$ cat src/rtl/trig_pkg.sv
// Shared definitions for the trigger former: FSM state encoding and
// default values for the top-level parameters.
package trig_pkg;

    typedef enum logic [1:0] {
        StIdle,
        StFire,
        StWaitAck,
        StDead
    } state_e;

    localparam int unsigned STRETCH_DEF  = 4;
    localparam int unsigned DEADTIME_DEF = 16;
    localparam int unsigned CNT_W_DEF    = 32;

endpackage

$ cat src/rtl/sat_counter.sv
// Saturating up-counter used for the match/trigger/lost scalers.
// It holds at all-ones instead of wrapping.
module sat_counter #(
    parameter int unsigned W = 32
) (
    input  logic         clk,
    input  logic         reset,
    input  logic         inc,
    output logic [W-1:0] cnt
);

    logic [W-1:0] cnt_q;

    // Count up on inc until all-ones, then hold.
    always_ff @(posedge clk or posedge reset) begin
        if (reset) begin
            cnt_q <= '0;
        end else if (inc && (cnt_q != {W{1'b1}})) begin
            cnt_q <= cnt_q + W'(1);
        end
    end

    assign cnt = cnt_q;

endmodule

$ cat src/rtl/trig_match_former.sv
// Trigger former: turns the comparator match level into a fixed-width
// trigger pulse. It performs rising-edge detection, prescaling, an ack
// handshake with the readout and a deadtime, and keeps saturating
// match/trigger/lost scalers.
// Optional: define TRIG_TIMESTAMP_EN to add the trig_ts output, which
// latches a free-running 32-bit timestamp on every issued trigger.
module trig_match_former
    import trig_pkg::*;
#(
    parameter int unsigned STRETCH  = STRETCH_DEF,
    parameter int unsigned DEADTIME = DEADTIME_DEF,
    parameter int unsigned CNT_W    = CNT_W_DEF
) (
    input  logic             clk,
    input  logic             reset,
    input  logic             match,
    input  logic             enable,
    input  logic [7:0]       prescale,
    input  logic             ack,
    output logic             trig_out,
    output logic             busy,
    output logic [CNT_W-1:0] match_cnt,
    output logic [CNT_W-1:0] trig_cnt,
    output logic [CNT_W-1:0] lost_cnt
`ifdef TRIG_TIMESTAMP_EN
    ,
    output logic [31:0]      trig_ts
`endif
);

    // Counters are loaded with N-1 and run down to 0, giving N cycles.
    localparam logic [7:0]  WidthInit = 8'(STRETCH - 1);
    localparam logic [15:0] DeadInit  = 16'(DEADTIME - 1);

    state_e      state_q;
    logic        match_d_q;
    logic        match_edge;
    logic [7:0]  psc_q;
    logic [7:0]  width_q;
    logic [15:0] dead_q;
    logic        trig_out_q;
    logic        fire;
    logic        lost_inc;

    // One-cycle delayed copy of match for rising-edge detection.
    always_ff @(posedge clk or posedge reset) begin
        if (reset) begin
            match_d_q <= 1'b0;
        end else begin
            match_d_q <= match;
        end
    end

    assign match_edge = match & ~match_d_q;

    // >= rather than == so a prescale lowered below the running count
    // still fires on the next accepted edge.
    assign fire     = match_edge & enable & (state_q == StIdle) & (psc_q >= prescale);
    assign lost_inc = match_edge & ((state_q != StIdle) | ~enable);

    // Trigger FSM with registered trig_out.
    always_ff @(posedge clk or posedge reset) begin
        if (reset) begin
            state_q    <= StIdle;
            psc_q      <= 8'd0;
            width_q    <= 8'd0;
            dead_q     <= 16'd0;
            trig_out_q <= 1'b0;
        end else begin
            case (state_q)
                StIdle: begin
                    if (match_edge && enable) begin
                        if (psc_q >= prescale) begin
                            psc_q      <= 8'd0;
                            width_q    <= WidthInit;
                            trig_out_q <= 1'b1;
                            state_q    <= StFire;
                        end else begin
                            psc_q <= psc_q + 8'd1;
                        end
                    end
                end
                StFire: begin
                    // ack is deliberately not looked at while firing.
                    if (width_q == 8'd0) begin
                        trig_out_q <= 1'b0;
                        state_q    <= StWaitAck;
                    end else begin
                        width_q <= width_q - 8'd1;
                    end
                end
                StWaitAck: begin
                    if (ack) begin
                        if (DEADTIME == 0) begin
                            state_q <= StIdle;
                        end else begin
                            dead_q  <= DeadInit;
                            state_q <= StDead;
                        end
                    end
                end
                StDead: begin
                    if (dead_q == 16'd0) begin
                        state_q <= StIdle;
                    end else begin
                        dead_q <= dead_q - 16'd1;
                    end
                end
                default: begin
                    trig_out_q <= 1'b0;
                    state_q    <= StIdle;
                end
            endcase
        end
    end

    assign trig_out = trig_out_q;
    assign busy     = (state_q != StIdle);

    sat_counter #(
        .W(CNT_W)
    ) u_match_cnt (
        .clk  (clk),
        .reset(reset),
        .inc  (match_edge),
        .cnt  (match_cnt)
    );

    sat_counter #(
        .W(CNT_W)
    ) u_trig_cnt (
        .clk  (clk),
        .reset(reset),
        .inc  (fire),
        .cnt  (trig_cnt)
    );

    sat_counter #(
        .W(CNT_W)
    ) u_lost_cnt (
        .clk  (clk),
        .reset(reset),
        .inc  (lost_inc),
        .cnt  (lost_cnt)
    );

`ifdef TRIG_TIMESTAMP_EN
    logic [31:0] ts_q;
    logic [31:0] trig_ts_q;

    // Free-running wrapping timestamp, sampled on each IDLE->FIRE.
    always_ff @(posedge clk or posedge reset) begin
        if (reset) begin
            ts_q      <= 32'd0;
            trig_ts_q <= 32'd0;
        end else begin
            ts_q <= ts_q + 32'd1;
            if (fire) begin
                trig_ts_q <= ts_q;
            end
        end
    end

    assign trig_ts = trig_ts_q;
`endif

endmodule

$ cat config.mk
export PLATFORM = sky130hd
export DESIGN_NAME = trig_match_former
export DESIGN_NICKNAME = d
export VERILOG_FILES = /design/src/rtl/trig_pkg.sv /design/src/rtl/sat_counter.sv /design/src/rtl/trig_match_former.sv
export SDC_FILE = /design/constraint.sdc
export NUM_CORES = 1
export LEC_CHECK = 0
export BUFFER_PORTS_ARGS = -buffer_cell sky130_fd_sc_hd__buf_2
export CAP_MARGIN = 20
export CORE_MARGIN = 3
export CORE_UTILIZATION = 40
export DETAILED_ROUTE_END_ITERATION = 12
export GPL_TIMING_DRIVEN = 1
export HOLD_SLACK_MARGIN = 0.15
export SLEW_MARGIN = 20
export SYNTH_ARGS = -nofsm -noshare
export SYNTH_HDL_FRONTEND = slang
export SYNTH_SLANG_ARGS = --single-unit
$ cat constraint.sdc
create_clock -name clk -period 5.36 [get_ports clk]
set_clock_uncertainty 0.15 [all_clocks]
set_input_delay 0.804 -clock clk [delete_from_list [all_inputs] [get_ports clk]]
set_output_delay 0.804 -clock clk [all_outputs]
set_load 0.05 [all_outputs]
==> impl_metrics.py, run 1 <==
metrics = {
    "power": {
        "leakage_nw": 3.95,
        "cellPowerDensity_nw_per_um2": 413,
        "max-vdd-ir-drop_v": 0.000240,
    },
    "logic_synthesis": {
        "synthFlopType": "sky130_fd_sc_hd__dfrtp_1",
        "synthesis.instances": 664,
        "synth_area_leader": "sky130_fd_sc_hd__dfrtp_1",
        "netlist_top_cells_area": "sky130_fd_sc_hd__dfrtp_1, sky130_fd_sc_hd__xnor2_1, sky130_fd_sc_hd__xor2_1",
        "synth-seq-area-share_pct": 49.5,
        "post-synth-top-area-fraction_pct": 49.5,
        "post_synth_num_cell_types": 53,
        "netlist_area_sq_um": 6680,
        "ys_seq_elements": 132,
        "synth_area_per_cell_sq_um": 10.1,
        "synth-edff-count": 0,
        "async_reset_ff_share_pct": 100,
        "ys.warnings.count": 0,
        "synth.net_count": 698,
    },
    "timing": {
        "tns_ps": 0,
        "maxSlewHeadroom_pct": 33.0,
        "finalHoldViolCount": 0,
        "grt_setup_unrepaired": "no",
        "total_of_endpoints_with_negative_setup_slack_in_the_final_report": 0,
        "clock.fmax_ghz": 0.329,
        "min_period_ps": 3040,
        "final.period_utilization_pct": 56.7,
        "slew_viol_final": 0,
        "timing_worst_slew_pin_value_ps": 996,
    },
    "clock_network": {
        "cts.repair_timing.setup_buffer_count": 0,
        "ctsHtreeMaxLevel": 4,
        "cts_root_buf": "sky130_fd_sc_hd__clkbuf_16",
        "cts_tree": "yes",
        "clock_sink_count": 132,
        "cts.hold.buffers_added": 0,
        "register_clock_pin_slew_on_the_reported_worst_setup_and_hold_paths_ps": 60,
        "cts-root-to-sink-buffers": 2,
        "worstSkewPairLatency_ps": 420,
        "post_cts_resize_count": 0,
        "inserted_clock_buffers": 17,
    },
    "critical_path": {
        "critPathMaxStageDelay_ps": 650,
        "arrival_time_at_the_worst_endpoint_ps": 3230,
        "critical_path.max_fanout": 11,
        "critical_path.startpoint_type": "flip-flop",
        "critPathKind": "reg2reg",
        "worst_ep_required_time_ps": 5550,
        "crit_path_top_delay_cell": "sky130_fd_sc_hd__o31ai_2",
        "cp_cell_sequence": "inv_1, ha_1, nand2b_1, a2111oi_2, o31ai_2, nand4_1, nor4_1, xor2_1",
        "worstSetupEndpointType": "flip-flop",
    },
    "floorplan": {
        "die_area_sq_um": 18300,
        "start_util_pct": 41.4,
        "floorplan.die.width_um": 135,
        "die_height_um": 135,
        "floorplan.core_area_sq_um": 16100,
        "fp-row-count": 46,
        "io-pin-count": 111,
    },
    "global_route": {
        "antenna_found_initial": 0,
        "maximum_number_of_pins_on_one_net_before_global_route_repair": 57,
        "grt.overflow.total": 0,
        "via_count_of_the_first_global_routing_pass": 5233,
        "first_pass_grt_wire_length_mm": 25.6,
        "grt_usage_pct": 17.2,
    },
    "drt": {
        "routed-via-count": 5380,
        "wire_per_inst_um": 14.9,
        "antenna_left": 0,
        "detail_route.first_pass.iterations": 4,
        "drt_wl_total_mm": 15.1,
        "drtIter0Drc": 329,
        "drc": 0,
        "vias_per_cell": 5.30,
    },
    "final_layout": {
        "layout_commonest_cell": "sky130_fd_sc_hd__dfrtp_1",
        "finalNetCount": 821,
        "num_antenna_cells": 0,
        "synthToLayoutAreaGrowth_pct": 21.7,
        "fillCellCount": 1472,
        "proportion_of_layout_cells_with_a_drive_suffix_above_1_pct": 20.3,
        "mostFrequentLayoutCells": "sky130_fd_sc_hd__dfrtp_1, sky130_fd_sc_hd__buf_2, sky130_fd_sc_hd__xnor2_1, sky130_fd_sc_hd__nand3_1, sky130_fd_sc_hd__nand2_1",
        "utilization_after_layout_pct": 50.4,
    },
    "run_status": {
        "outcome": "finished, final reports clean",
    },
    "placed_design": {
        "place.port_buffers": 110,
        "place_hpwl_mm": 10.7,
        "place.gp.congestion": 0.797,
    },
    "flow_run": {
        "timing.max_cap.violations": 0,
    },
    "hold_path": {
        "holdCritPathClass": "reg2reg",
    },
}
## power breakdown
part	switching (mW)	internal [mW]
clock	0.440	0.803
sequential	0.169	1.14
combinational	0.527	0.282
total	1.14	2.22
## layout make-up
type	count	area, sq um	area share [%]
inverter	26	100	1.23
timing repair buffer	113	573	7.05
clock inverter	12	178	2.19
sequential	132	3300	40.6
tap	216	270	3.33
multi-input combinational	497	3250	39.9
clock buffer	20	457	5.62
## metrics by stage
| step | setup slack, ps | total power, mW | area, sq um | hold slack (ps) | cells |
|---|---|---|---|---|---|
| after floorplan | 880 | 1.91 | 6680 | 317 | 664 |
| after global placement | 2020 | 2.08 | 7480 | 317 | 984 |
| after detailed placement | 1890 | 2.12 | 7480 | 324 | 984 |
| after CTS | 2290 | 3.38 | 8120 | 336 | 1016 |
| after global routing | 2030 | 3.55 | 8130 | 347 | 1016 |
| final | 2320 | 3.36 | 8130 | 333 | 1016 |
## per-layer routing
layer | vias to the layer above | global-route usage [%] | wire length [um]
met2 | 131 | 26.8 | 7010
met4 | 0 | 7.22 | 371
met1 | 2586 | 22.8 | 6950
met5 | - | 0 | 0
li1 | 2633 | - | -
met3 | 30 | 4.68 | 777
## synth_stat cells, types with 7 or more instances
library cell	instances
sky130_fd_sc_hd__o21ai_0	17
sky130_fd_sc_hd__or3_1	8
sky130_fd_sc_hd__nand3_1	57
sky130_fd_sc_hd__dfrtp_1	132
sky130_fd_sc_hd__nand2b_1	7
sky130_fd_sc_hd__nand4_1	34
sky130_fd_sc_hd__xnor2_1	63
sky130_fd_sc_hd__nor3_1	21
sky130_fd_sc_hd__and4_1	12
sky130_fd_sc_hd__clkbuf_1	7
sky130_fd_sc_hd__a21oi_1	18
sky130_fd_sc_hd__nand2_1	54
sky130_fd_sc_hd__xor2_1	38
sky130_fd_sc_hd__and3_1	17
sky130_fd_sc_hd__ha_1	21
sky130_fd_sc_hd__nor4_1	18
sky130_fd_sc_hd__inv_1	26
sky130_fd_sc_hd__nor2_1	49
## logic make-up (layout without fill, tap and decap cells)
family / after synthesis / count (layout) / synth area share, %
buffers and inverters: 35 / 171 / 2.10
AND/OR/NAND/NOR: 306 / 306 / 24.4
adder cells (fa/ha/maj): 21 / 21 / 3.93
AO/OA/AOI/OAI: 65 / 65 / 6.16
multiplexers: 4 / 4 / 0.731
flip-flops: 132 / 132 / 49.5
XOR/XNOR: 101 / 101 / 13.2
## worst paths after layout
path / cells past startpoint / end / slack [ps] / start
max: 8 / u_trig_cnt.cnt[27] / 2320 / psc_q[0]
min: 1 / u_trig_cnt.cnt[19] / 330 / u_trig_cnt.cnt[19]
max reg2reg: 8 / u_trig_cnt.cnt[27] / 2320 / psc_q[0]
min reg2reg: 1 / u_trig_cnt.cnt[19] / 330 / u_trig_cnt.cnt[19]
max in group asynchronous: 3 / u_match_cnt.cnt[12] / 3720 / reset
min in group asynchronous: 2 / u_match_cnt.cnt[23] / 340 / reset
## registers in the layout, indices dropped and copies added (netlist names)
signal / cells
dead_q: 16
u_lost_cnt.cnt: 32
psc_q: 8
match_d_q: 1
u_match_cnt.cnt: 32
state_q: 2
u_trig_cnt.cnt: 32
trig_out: 1
width_q: 8
## worst max-delay path: cells and delay by family (launching register included)
kind	cells	cell delay, ps
AND/OR/NAND/NOR	3	1150
AO/OA/AOI/OAI	2	730
flip-flops	1	430
adder cells (fa/ha/maj)	1	260
XOR/XNOR	1	190
buffers and inverters	1	60
Note: power is estimated with default switching activity, not from simulation.
==> run 2: changes to the inputs <==
ABC_AREA = 1   (was unset)
clock period = 2.4 ns   (was 5.36 ns; I/O delays follow)
==> run 2 against run 1 <==
Compared with the run above: area after synthesis is 33% higher; synthesized cell count increased by 100%; first-iteration DRC count rose by 72%; cell area grew 27%; sequential cell count is the same; sequential power rose by 120%; die area rose by 31%; cell count increased by 73%; critical endpoint is now u_lost_cnt.cnt[7]; largest cell class is now multi-input gates; highest routed layer unchanged.
==> impl_metrics.py, run 2 <==
metrics = {
    "run_status": {
        "outcome": "finished, final reports clean",
    },
    "final_layout": {
        "finalNetCount": 1504,
        "num_antenna_cells": 0,
        "synthToLayoutAreaGrowth_pct": 16.8,
        "layout_commonest_cell": "sky130_fd_sc_hd__nand2_1",
        "mostFrequentLayoutCells": "sky130_fd_sc_hd__nand2_1, sky130_fd_sc_hd__nor2_1, sky130_fd_sc_hd__inv_1, sky130_fd_sc_hd__dfrtp_1, sky130_fd_sc_hd__buf_2",
        "proportion_of_layout_cells_with_a_drive_suffix_above_1_pct": 12.1,
        "utilization_after_layout_pct": 48.3,
    },
    "timing": {
        "finalHoldViolCount": 0,
        "grt_setup_unrepaired": "no",
        "hold_ws_ps": 204,
        "tns_ps": 0,
        "maxSlewHeadroom_pct": 65.3,
        "slew_viol_final": 0,
        "min_period_ps": 2180,
        "final.period_utilization_pct": 90.9,
        "timing_worst_slew_pin_value_ps": 518,
        "clock.fmax_ghz": 0.458,
        "total_of_endpoints_with_negative_setup_slack_in_the_final_report": 0,
    },
    "global_route": {
        "antenna_found_initial": 0,
        "first_pass_grt_wire_length_mm": 39.4,
        "via_count_of_the_first_global_routing_pass": 7925,
        "grt_usage_pct": 19.8,
        "grt.overflow.total": 0,
        "maximum_number_of_pins_on_one_net_before_global_route_repair": 67,
    },
    "logic_synthesis": {
        "netlist_top_cells_count": "sky130_fd_sc_hd__nand2_1, sky130_fd_sc_hd__nor2_1, sky130_fd_sc_hd__inv_1",
        "post_synth_num_cell_types": 35,
        "yosysMostFrequentCell": "sky130_fd_sc_hd__nand2_1",
        "synth_area_leader": "sky130_fd_sc_hd__dfrtp_1",
        "synthesis.instances": 1341,
        "ys.warnings.count": 0,
        "synth-seq-area-share_pct": 37.3,
        "synthFlopType": "sky130_fd_sc_hd__dfrtp_1",
        "synth_area_per_cell_sq_um": 6.61,
        "ys_seq_elements": 132,
        "synth-edff-count": 0,
        "netlist_area_sq_um": 8860,
        "post-synth-top-area-fraction_pct": 37.3,
        "async_reset_ff_share_pct": 100,
        "netlist_top_cells_area": "sky130_fd_sc_hd__dfrtp_1, sky130_fd_sc_hd__nand2_1, sky130_fd_sc_hd__nor2_1",
        "synth.net_count": 1375,
    },
    "critical_path": {
        "crit_path_top_delay_cell": "sky130_fd_sc_hd__dlygate4sd3_1",
        "reg2reg_to": "u_trig_cnt.cnt[18]",
        "worst_path_dominant_cell_family": "buffers and inverters",
        "worstSetupEndpointType": "flip-flop",
        "worst_setup_path_startpoint": "match",
        "worst_ep_required_time_ps": 2580,
        "critical_path.startpoint_type": "primary input",
        "crit_path_frequent_cell": "sky130_fd_sc_hd__inv_1",
        "arrival_time_at_the_worst_endpoint_ps": 2360,
        "critical_path.max_fanout": 22,
        "critical_path_depth": 10,
        "worst_r2r_path_cells": 11,
        "r2r_slack_ps": 230,
        "r2r-start": "psc_q[3]",
        "capturing_instance_or_port_of_the_critical_path": "u_lost_cnt.cnt[7]",
        "cp_cell_sequence": "dlygate4sd3_1, buf_2, inv_1, nor2_2, inv_1, a21oi_1, a21boi_2, buf_12, nand2_1, o21ai_0",
        "critPathKind": "in2reg",
        "critPathMaxStageDelay_ps": 520,
        "cp_bufs_invs": 5,
    },
    "floorplan": {
        "die_height_um": 155,
        "fp-row-count": 53,
        "start_util_pct": 41.4,
        "io-pin-count": 111,
        "floorplan.die.width_um": 155,
        "die_area_sq_um": 24000,
        "floorplan.core_area_sq_um": 21400,
    },
    "drt": {
        "routed-via-count": 8526,
        "wl_met2_mm": 10.5,
        "drtIter0Drc": 565,
        "drc": 0,
        "met3_wire_length_mm": 1.01,
        "wl_met1_mm": 11.3,
        "antenna_left": 0,
        "detail_route.first_pass.iterations": 5,
        "wire_per_inst_um": 13.1,
        "route.top_layer_used": "met4",
        "drt_wl_total_mm": 23.0,
        "vias_per_cell": 4.86,
    },
    "clock_network": {
        "ctsHtreeMaxLevel": 4,
        "cts-root-to-sink-buffers": 2,
        "register_clock_pin_slew_on_the_reported_worst_setup_and_hold_paths_ps": 60,
        "cts.repair_timing.setup_buffer_count": 0,
        "cts_tree": "yes",
        "cts_root_buf": "sky130_fd_sc_hd__clkbuf_16",
        "worstSkewPairLatency_ps": 420,
        "inserted_clock_buffers": 17,
        "clock_sink_count": 132,
    },
    "flow_run": {
        "timing.max_cap.violations": 0,
    },
    "hold_path": {
        "holdCritPathClass": "in2reg",
        "worstHoldStart": "ack",
    },
    "power": {
        "leakage_nw": 5.12,
        "cellPowerDensity_nw_per_um2": 765,
        "total_power_mw": 7.91,
        "max-vdd-ir-drop_v": 0.000381,
    },
    "placed_design": {
        "place.gp.congestion": 0.877,
        "place_hpwl_mm": 17.2,
        "place.port_buffers": 110,
    },
}
-- run 2: worst min path at each step --
stage | endpoint | slack (ps) | cells past startpoint
floorplan | match_d_q | 240 | 0
global placement | u_trig_cnt.cnt[3] | 270 | 2
detailed placement | u_trig_cnt.cnt[3] | 270 | 2
CTS | dead_q[0] | 180 | 4
global route | dead_q[0] | 260 | 4
finish | dead_q[0] | 200 | 4
-- run 2: cell type report --
cell class	count	area [sq um]
sequential	132	3300
tap	275	344
inverter	149	563
fill	2259	11100
clock inverter	6	60.1
multi-input combinational	1036	4840
clock buffer	21	450
timing repair buffer	134	786
-- run 2: per-stage QoR --
step	instance area (sq um)	worst slack (ps)	std cells
finish	10300	218	1753
global route	10300	29.2	1753
CTS	10300	218	1753
detailed placement	9820	193	1724
global placement	9820	206	1724
floorplan	8870	179	1341
-- run 2: kinds of logic after synthesis --
group | share of synthesized area [%]
buffers and inverters | 8.13
xor gates and xnor gates | 5.93
DFF | 37.3
AOI/OAI and AO/OA | 5.12
adders and majority gates | 2.96
and+or+nand+nor | 40.6
-- run 2: tightest hold or removal path: cells and delay by family --
kind / cells / cell delay, ps
AND/OR/NAND/NOR: 2 / 190
buffers and inverters: 1 / 100
AO/OA/AOI/OAI: 1 / 80
-- run 2: what timing repair did --
action | in CTS | in global routing
hold buffers | 2 | 0
gates resized for setup | 0 | 0
hold endpoints to repair | 18 | 0
-- run 2: report_power, final --
part           internal [mW]  leakage, nW  switching, mW
clock network           1.41        0.246          0.962
logic                  0.832         3.09           1.85
registers               2.53         1.78          0.328
total                   4.77         5.12           3.14
-- run 2: routing by layer --
| layer | vias to the layer above | global-route usage [%] |
|---|---|---|
| li1 | 4424 | - |
| met1 | 3931 | 27.8 |
| met2 | 154 | 31.9 |
| met3 | 17 | 3.95 |
| met4 | 0 | 4.29 |
| met5 | - | 0 |
